<file path="src/rtl/ringosc_freq_meter.sv">
// ============================================================================
//  Module   : ringosc_freq_meter
//  Brief    : Gated rising-edge counter for one selected ring-oscillator tap.
//  Revision : 1.0
// ============================================================================
`default_nettype none

module ringosc_freq_meter #(
   parameter int NUM_TAPS    = 14,
   parameter int COUNT_WIDTH = 24,
   parameter int SYNC_STAGES = 2,
   parameter int MAX_LOG2    = 20
) (
   input  logic                   clk,
   input  logic                   rst_n,
   input  logic [NUM_TAPS-1:0]    tap_in,
   input  logic [3:0]             tap_sel,
   input  logic [4:0]             gate_log2,
   input  logic                   start,
   output logic                   busy,
   output logic                   done,
   output logic [COUNT_WIDTH-1:0] count,
   output logic                   overflow,
   input  logic [1:0]             byte_sel,
   output logic [7:0]             byte_out
);

   localparam int c_GW = MAX_LOG2 + 1;

   localparam logic [1:0] c_IDLE    = 2'd0;
   localparam logic [1:0] c_SETTLE  = 2'd1;
   localparam logic [1:0] c_GATE    = 2'd2;
   localparam logic [1:0] c_PUBLISH = 2'd3;

   logic [1:0]             r_state;
   logic [3:0]             r_sel;
   logic [c_GW-1:0]        r_gate_cnt;
   logic [c_GW-1:0]        r_gate_last;
   logic [SYNC_STAGES-1:0] r_sync;
   logic                   r_prev;
   logic [COUNT_WIDTH-1:0] r_edge;
   logic                   r_ovf_int;
   logic [COUNT_WIDTH-1:0] r_count;
   logic                   r_overflow;

   logic                   w_tap;
   logic                   w_rise;
   logic                   w_edge_full;
   logic [4:0]             w_g;
   logic [COUNT_WIDTH-1:0] w_edge_next;
   logic                   w_ovf_next;
   logic [31:0]            w_count_ext;

   // Out-of-range selects fall through to the constant 0 default.
   always_comb begin
      w_tap = 1'b0;
      for (int i = 0; i < NUM_TAPS; i++) begin
         if (r_sel == 4'(i)) begin
            w_tap = tap_in[i];
         end
      end
   end

   assign w_g         = (32'(gate_log2) > 32'(MAX_LOG2)) ? 5'(MAX_LOG2) : gate_log2;
   assign w_rise      = r_sync[SYNC_STAGES-1] & ~r_prev;
   assign w_edge_full = &r_edge;
   assign w_edge_next = (w_rise && !w_edge_full) ? r_edge + 1'b1 : r_edge;
   assign w_ovf_next  = r_ovf_int | (w_rise & w_edge_full);

   always_ff @(posedge clk or negedge rst_n) begin
      if (!rst_n) begin
         r_state     <= c_IDLE;
         r_sel       <= 4'd0;
         r_gate_cnt  <= '0;
         r_gate_last <= '0;
         r_sync      <= '0;
         r_prev      <= 1'b0;
         r_edge      <= '0;
         r_ovf_int   <= 1'b0;
         r_count     <= '0;
         r_overflow  <= 1'b0;
      end else begin
         r_sync <= {r_sync[SYNC_STAGES-2:0], w_tap};
         r_prev <= r_sync[SYNC_STAGES-1];
         case (r_state)
            c_IDLE: begin
               if (start) begin
                  r_sel       <= tap_sel;
                  r_gate_last <= (c_GW'(1) << w_g) - c_GW'(1);
                  r_gate_cnt  <= '0;
                  r_edge      <= '0;
                  r_ovf_int   <= 1'b0;
                  r_state     <= c_SETTLE;
               end
            end
            // SYNC_STAGES+1 cycles: flush the chain plus the previous-value flop.
            c_SETTLE: begin
               if (r_gate_cnt == c_GW'(SYNC_STAGES)) begin
                  r_gate_cnt <= '0;
                  r_state    <= c_GATE;
               end else begin
                  r_gate_cnt <= r_gate_cnt + 1'b1;
               end
            end
            // Result is loaded on the last gate edge so count is valid alongside done.
            c_GATE: begin
               r_edge    <= w_edge_next;
               r_ovf_int <= w_ovf_next;
               if (r_gate_cnt == r_gate_last) begin
                  r_count    <= w_edge_next;
                  r_overflow <= w_ovf_next;
                  r_state    <= c_PUBLISH;
               end else begin
                  r_gate_cnt <= r_gate_cnt + 1'b1;
               end
            end
            c_PUBLISH: begin
               r_state <= c_IDLE;
            end
            default: begin
               r_state <= c_IDLE;
            end
         endcase
      end
   end

   assign busy        = (r_state == c_SETTLE) || (r_state == c_GATE);
   assign done        = (r_state == c_PUBLISH);
   assign count       = r_count;
   assign overflow    = r_overflow;
   assign w_count_ext = 32'(r_count);
   assign byte_out    = w_count_ext[{byte_sel, 3'b000} +: 8];

endmodule

`default_nettype wire

</file>
<file path="config.mk">
export PLATFORM = sky130hd
export DESIGN_NAME = ringosc_freq_meter
export DESIGN_NICKNAME = d
export VERILOG_FILES = /design/src/rtl/ringosc_freq_meter.sv
export SDC_FILE = /design/constraint.sdc
export NUM_CORES = 1
export LEC_CHECK = 0
export CORE_AREA = 10 10 155 157
export CTS_BUF_LIST = sky130_fd_sc_hd__clkbuf_16
export CTS_CLUSTER_DIAMETER = 100
export CTS_CLUSTER_SIZE = 10
export DETAILED_ROUTE_END_ITERATION = 7
export DIE_AREA = 0 0 165 167
export GPL_TIMING_DRIVEN = 0
export SYNTH_ARGS = -nofsm -noshare
export SYNTH_HDL_FRONTEND = slang
export SYNTH_SLANG_ARGS = --single-unit
</file>
<file path="constraint.sdc">
create_clock -name clk -period 1.9 [get_ports clk]
set_input_delay 0.285 -clock clk [delete_from_list [all_inputs] [get_ports clk]]
set_output_delay 0.285 -clock clk [all_outputs]
set_load 0.02 [all_outputs]
</file>
==> results of run 1 <==
worst reg2reg max path, delay by kind of cell (launching register included):
family	cells	cell delay (ns)
xor+xnor	1	0.15
simple gates	4	0.94
compound gates	1	0.33
flops	1	0.44
buf+inv	2	0.34
metrics by stage:
| step | setup TNS [ns] | setup WS, ns |
|---|---|---|
| floorplan | -6.61 | -0.195 |
| global placement | -411.18 | -3.62 |
| detailed placement | -46.28 | -0.880 |
| CTS | -14.73 | -0.357 |
| global route | -20.92 | -0.498 |
| finish | -16.25 | -0.408 |
flip-flops by register name, indices dropped and copies added (netlist names):
name and cells:
count 24, r_edge 24, r_gate_cnt 21, r_gate_last 21, r_sel 4, r_state 2
r_sync 2, overflow 1, r_ovf_int 1, r_prev 1
cell families after synthesis:
group | share of synthesized area
compound gates | 0.215
buf+inv | 0.0519
mux | 0.0318
flops | 0.410
simple gates | 0.214
xor+xnor | 0.0611
fa+ha+maj | 0.0162
metal layers:
| layer | routed length [microns] | vias to the layer above | global-route usage |
|---|---|---|---|
| met2 | 9220 | 150 | 0.197 |
| met3 | 877 | 31 | 0.0266 |
| met4 | 370 | 0 | 0.0474 |
| li1 | - | 2796 | - |
| met1 | 9090 | 2796 | 0.180 |
| met5 | 0 | - | 0 |
layout by cell type, fill, tap and decap left out, types with 7 or more instances in the layout:
cell type,netlist,final
dfrtp_1,101,82
nand2_1,109,80
buf_4,1,58
o21ai_0,67,49
clkdlybuf4s50_1,0,44
nor2_1,49,42
o21ai_2,24,28
xnor2_1,24,24
nand3_1,23,19
dfrtp_2,0,19
o21ai_1,4,18
xor2_1,19,17
nand2_2,0,17
buf_6,8,16
clkbuf_16,0,16
a21oi_1,20,15
a31oi_1,15,15
mux2i_1,14,14
o31ai_1,31,14
nand4_1,13,13
inv_1,12,12
nand2_4,0,11
o31ai_2,0,10
clkbuf_2,2,9
and3_1,9,9
clkbuf_1,29,8
and2_1,10,8
o31ai_4,0,7
dlygate4sd2_1,0,7
cell type report:
class	instances	share of cell area
multi-input combinational	533	0.444
inverter	12	0.00502
clock inverter	7	0.0125
tap	275	0.0383
buffer	44	0.0466
clock buffer	9	0.0251
timing repair buffer	132	0.144
sequential	101	0.284
power groups by stage:
stage | registers (mW) | clock network (mW) | logic (mW)
floorplan | 2.20 | 0 | 0.0856
global placement | 2.20 | 0 | 0.208
detailed placement | 2.20 | 0 | 0.215
CTS | 2.15 | 2.17 | 0.219
global route | 2.15 | 2.25 | 0.250
finish | 2.15 | 2.15 | 0.226
how the worst max path moves through the flow:
stage                       start         endpoint  cells after the start  slack, ns
finish              r_gate_cnt[0]   r_gate_cnt[17]                      8      -0.41
CTS                 r_gate_cnt[2]   r_gate_cnt[17]                      8      -0.36
floorplan            gate_log2[1]  r_gate_last[10]                     13      -0.20
global placement            rst_n        count[12]                      1      -3.62
detailed placement   gate_log2[2]  r_gate_last[10]                     13      -0.88
global route        r_gate_cnt[0]   r_gate_cnt[15]                      8      -0.50
timing repair:
action                                  CTS  global route
gates resized for setup                  99           143
buffers inserted                         28            37
gates cloned                              1             6
endpoints found under the setup margin   97            87
pin swaps                                21            49
==> impl_results.md, run 1 <==
* Final Power at 4.53 mW
* Min-Delay Path Class: in -> async
* Synth async-reset ratio at 1.00
* Tmin final at 2.31 ns
* Die width at approximately 170 microns
* Nets at 869
* Area grow syn2layout at 45.5%
* Most common cell in the netlist: nand2_1
* Post-Route Skew at 0.00887 ns
* # diodes at 0
* Final setup violation count at 48
* Max-slew violations at 0
* GPL Wtd Cong at roughly 0.85
* GRT Residual Overflow at 0
* Die area at between 20000 and 30000 sq um
* Routed WL per cell at 17.6 microns
* Initial Utilization at 0.296
* Worst skew pair latency at 0.36 ns
* TritonCTS clock tree: built
* Failing checks: hold timing, setup timing
* Post-synth EDFFs at 0
* Iteration-0 DRC Markers at 566
* All-layer global routing usage at 0.131
* Fillers at about 2000
* CTS root buf: clkbuf_16
* Vias per Instance at 5.19
* Hold-fix buffers, CTS at 0
* Worst r2r dst: r_gate_cnt[17]
* Post-synthesis sequential area ratio at 0.410
* Synth cell count leaders: nand2_1, dfrtp_1, o21ai_0
* Critical path type: reg -> reg
* Aggregate routed wire length at 19.6 mm
* Sequential cell area at 2550 sq um
* Die H at 167 microns
* Buffer levels on the longest clock path at 2
* Pwr per Cell Area at 504 nW/um^2
* Cells after synthesis at approximately 700
* Largest cells by area after synthesis: dfrtp_1, nand2_1, o21ai_0
* Net count after synthesis at 734
* First-pass GRT wire length at 29.4 mm
* Dominant synthesized flop cell: dfrtp_1
* Placed wire-length estimate at 12.8 mm
* Mapped Area at 6170 sq um
* Fin Hold WS at -0.0141 ns
* Worst Tran Pin Value at 0.746 ns
* Seq cells post-synth at 101
* Seq pwr share at 0.476
* Synth area leader: dfrtp_1
* Int Power at 3.53 mW
* Buffers on Ports at 59
* Total number of vias at 5773
* Final worst-path cycle share at 1.21
* Startpoint Class: flip-flop
* IO Pins at between 60 and 70
* Avg Cell Area, Syn at 8.84 sq um
* Max VDD drop at 0.000360 V
* Antenna Nets Post-Route at 0
* Buffer and inverter count on the worst path at 2
* CTS Sinks at 101
* Slowest CP cell: dfrtp_2
* CP cell instances: xor2_1 -> nor4_1 -> nand2_1 -> buf_6 -> nor4_4 -> buf_4 -> nor3_2 -> a221o_1
* Setup WS post-layout at -0.408 ns
* Pin count of the biggest net entering global routing at 55
* Critical path's largest stage delay at 0.44 ns
* Final Util at 0.431
* Placed cell areas at around 7300 sq um
* Cell variety after synth at 65
* Yosys top cell area share at 0.410
* Critical R2R Launch: r_gate_cnt[0]
* Arr. time, crit path at ~2.6 ns
* Core area at 20800 sq um
* Layout cell share with drive strength beyond 1 at 0.344
* P_sw at 0.993 mW
* Max cap viols at 0
* DR pass1 iterations at 5
* RSZ-0062 raised after global routing: yes
* Vias in the first global route at between 5000 and 6000
* R2R cell count at 8
* Hold Fails Final Rpt at 11
* Final Non-Filler Cells at 1113
* Clock share of power at 0.474
* Fin area at 8970 sq um
* Worst-path clk slew at 0.07 ns
* Initial antenna violation count at 0
* TritonCTS Buffers at 9
* H-tree depth at 3
* DRC viols at 0
* Relative slew slack at 0.503
* Crit path capture type: flip-flop
* Placed Instances at approximately 1000
* YS warnings at 0
* Status: finished with violations
* Combinational power share at 0.050
* # rows at 53
* Sw Share at 0.219
* Max Clock Freq at roughly 430 MHz
* WP data required at 2.15 ns
* Crit path max-delay family: simple AND/OR/NAND/NOR gates
* Multi-input logic area at 3990 sq um
* Setup slack, reg-to-reg at -0.41 ns
* Pleak at approximately 3.8 nW
* Crit-path max FO at 4
Power figures use the tool's default switching activity.
==> inputs of run 2 (changes only) <==
--- a/config.mk
+++ b/config.mk
@@ -5,6 +5,7 @@
 export SDC_FILE = /design/constraint.sdc
 export NUM_CORES = 1
 export LEC_CHECK = 0
+export CAP_MARGIN = 20
 export CORE_AREA = 10 10 155 157
 export CTS_BUF_LIST = sky130_fd_sc_hd__clkbuf_16
 export CTS_CLUSTER_DIAMETER = 100
==> results of run 2 <==
No change in the layout: final DEF, timing and power equal those of run 1.
==> inputs of run 3 (changes only) <==
--- a/config.mk
+++ b/config.mk
@@ -9,10 +9,11 @@
 export CORE_AREA = 10 10 155 157
 export CTS_BUF_LIST = sky130_fd_sc_hd__clkbuf_16
 export CTS_CLUSTER_DIAMETER = 100
-export CTS_CLUSTER_SIZE = 10
+export CTS_CLUSTER_SIZE = 28
 export DETAILED_ROUTE_END_ITERATION = 7
 export DIE_AREA = 0 0 165 167
 export GPL_TIMING_DRIVEN = 0
+export RECOVER_POWER = 50
 export SYNTH_ARGS = -nofsm -noshare
 export SYNTH_HDL_FRONTEND = slang
 export SYNTH_SLANG_ARGS = --single-unit
==> run 3 against run 2 <==
Compared with the run above:
- the flow finishes with violations (setup timing)
- fmax about the same
- utilization shrank 0.11 points
- clock-buffer cell count unchanged
- worst setup slack lost 0.0017 ns
- critical path depth unchanged
- routed wire length about the same
- global-route usage stayed put
- final cell count stayed put
- register-to-register slack about the same
==> impl_results.md, run 3 (synthesized netlist as in run 1, its figures left out) <==
* Status: finished with violations
* Failing checks: setup timing
* Pleak at 3.75 nW
* Fillers at 1986
* Final setup violation count at between 40 and 50
* CTS root buf: clkbuf_16
* Routed WL per cell at around 18 microns
* TritonCTS Buffers at 9
* Final Util at 0.430
* Layout cell share with drive strength beyond 1 at 0.344
* Buffers on Ports at 59
* IO Pins at 63
* Fin Hold WS at 0.241 ns
* Placed cell areas at 7320 sq um
* Pwr per Cell Area at 505 nW/um^2
* Post-Route Skew at 0.00882 ns
* Min-Delay Path Class: in -> async
* Vias in the first global route at 5493
* Initial Utilization at 0.296
* Commonest non-fill, non-tap cell in the layout: dfrtp_1
* Placed Instances at 1033
* Setup WS post-layout at -0.410 ns
* Hold Fails Final Rpt at 0
* Buffer and inverter count on the worst path at 2
* Vias per Instance at 5.19
* Core area at 20800 sq um
* Nets at between 800 and 900
* Final Non-Filler Cells at 1113
* WP data required at 2.15 ns
* Max-slew violations at 0
* Die width at about 170 microns
* Antenna Nets Post-Route at 0
* Crit path capture type: flip-flop
* Iteration-0 DRC Markers at 565
* Critical R2R Launch: r_gate_cnt[0]
* Final Power at 4.52 mW
* # diodes at 0
* Initial antenna violation count at 0
* Setup TNS at -16.30 ns
* Max VDD drop at 0.000359 V
* TritonCTS clock tree: built
* Die area at 27600 sq um
* Crit-path max FO at 4
* Max Clock Freq at 433 MHz
* Max cap viols at 0
* Buffer levels on the longest clock path at 2
* Arr. time, crit path at approximately 2.6 ns
* Critical path's largest stage delay at approximately 0.44 ns
* Relative slew slack at 0.0749
* R2R cell count at 8
* DRC viols at 0
* RSZ-0062 raised after global routing: yes
* All-layer global routing usage at 0.131
* Critical path type: reg -> reg
* # rows at 53
* Worst r2r dst: r_gate_cnt[17]
* GRT Residual Overflow at 0
* Crit path max-delay family: simple AND/OR/NAND/NOR gates
* Startpoint Class: flip-flop
* CP cell instances: xor2_1 -> nor4_1 -> nand2_1 -> buf_6 -> nor4_4 -> buf_4 -> nor3_2 -> a221o_1
* Setup slack, reg-to-reg at -0.41 ns
* Total number of vias at 5779
* Pin count of the biggest net entering global routing at 55
* Hold-fix buffers, CTS at 0
* Tmin final at ~2.3 ns
* Final worst-path cycle share at 1.22
* Placed wire-length estimate at 12.8 mm
* CTS Sinks at 101
* H-tree depth at 3
* Slowest CP cell: dfrtp_2
* Die H at between 150 and 200 microns
* Area grow syn2layout at 45.1%
* DR pass1 iterations at 6
* Aggregate routed wire length at 19.5 mm
* Worst Tran Pin Value at 1.39 ns
* Worst-path clk slew at 0.07 ns
* Place WS at -0.880 ns
* GPL Wtd Cong at 0.852
* Most frequent cells in the layout: dfrtp_1, nand2_1, buf_4
* Fin area at 8950 sq um
* Worst skew pair latency at 0.36 ns
* First-pass GRT wire length at approximately 30 mm
## run 3: changes by cell type in the layout (fill, tap and decap cells not counted), sizes merged
cell,change
buf,-1
clkbuf,+1
## run 3: layer usage
metal,vias to the layer above,track usage,wire [microns]
met5,-,0,0
met3,31,0.0266,899
met4,0,0.0474,385
met1,2796,0.180,9050
met2,157,0.197,9200
li1,2795,-,-
## run 3: worst max-delay path by stage
| stage | startpoint | end | cells past startpoint |
|---|---|---|---|
| after floorplan | gate_log2[1] | r_gate_last[10] | 13 |
| after CTS | r_gate_cnt[2] | r_gate_cnt[17] | 8 |
| after global placement | rst_n | count[12] | 1 |
| after detailed placement | gate_log2[2] | r_gate_last[10] | 13 |
| final | r_gate_cnt[0] | r_gate_cnt[17] | 8 |
| after global routing | r_gate_cnt[0] | r_gate_cnt[15] | 8 |
## run 3: what timing repair did
action | CTS | global route
endpoints found under the hold margin | 0 | 0
setup endpoints to repair | 97 | 87
buffers inserted | 28 | 37
pin swaps | 21 | 49
gates resized for setup | 99 | 143
gates cloned | 1 | 6
## run 3: worst register-to-register path: stages, from the launching register on
cell     delay [ns]
dfrtp_2        0.44
xor2_1         0.15
nor4_1         0.33
nand2_1        0.16
buf_6          0.15
nor4_4         0.40
buf_4          0.19
nor3_2         0.05
a221o_1        0.33
## run 3: area by class of cell
class | count | area [sq um] | share of cell area
flip-flops and latches | 101 | 2550 | 0.285
well taps | 275 | 344 | 0.0384
repair buffers | 132 | 1270 | 0.142
inverters | 12 | 45.0 | 0.00503
plain buffers | 44 | 418 | 0.0467
multi-input cells | 533 | 3990 | 0.445
clock inverters | 7 | 113 | 0.0126
clock buffers | 9 | 225 | 0.0252
## run 3: report_power, final
group / internal (mW) / total (mW) / switching [mW]
sequential: 2.15 / 2.15 / 0.00182
clock: 1.28 / 2.14 / 0.860
combinational: 0.0937 / 0.220 / 0.126
total: 3.53 / 4.52 / 0.988
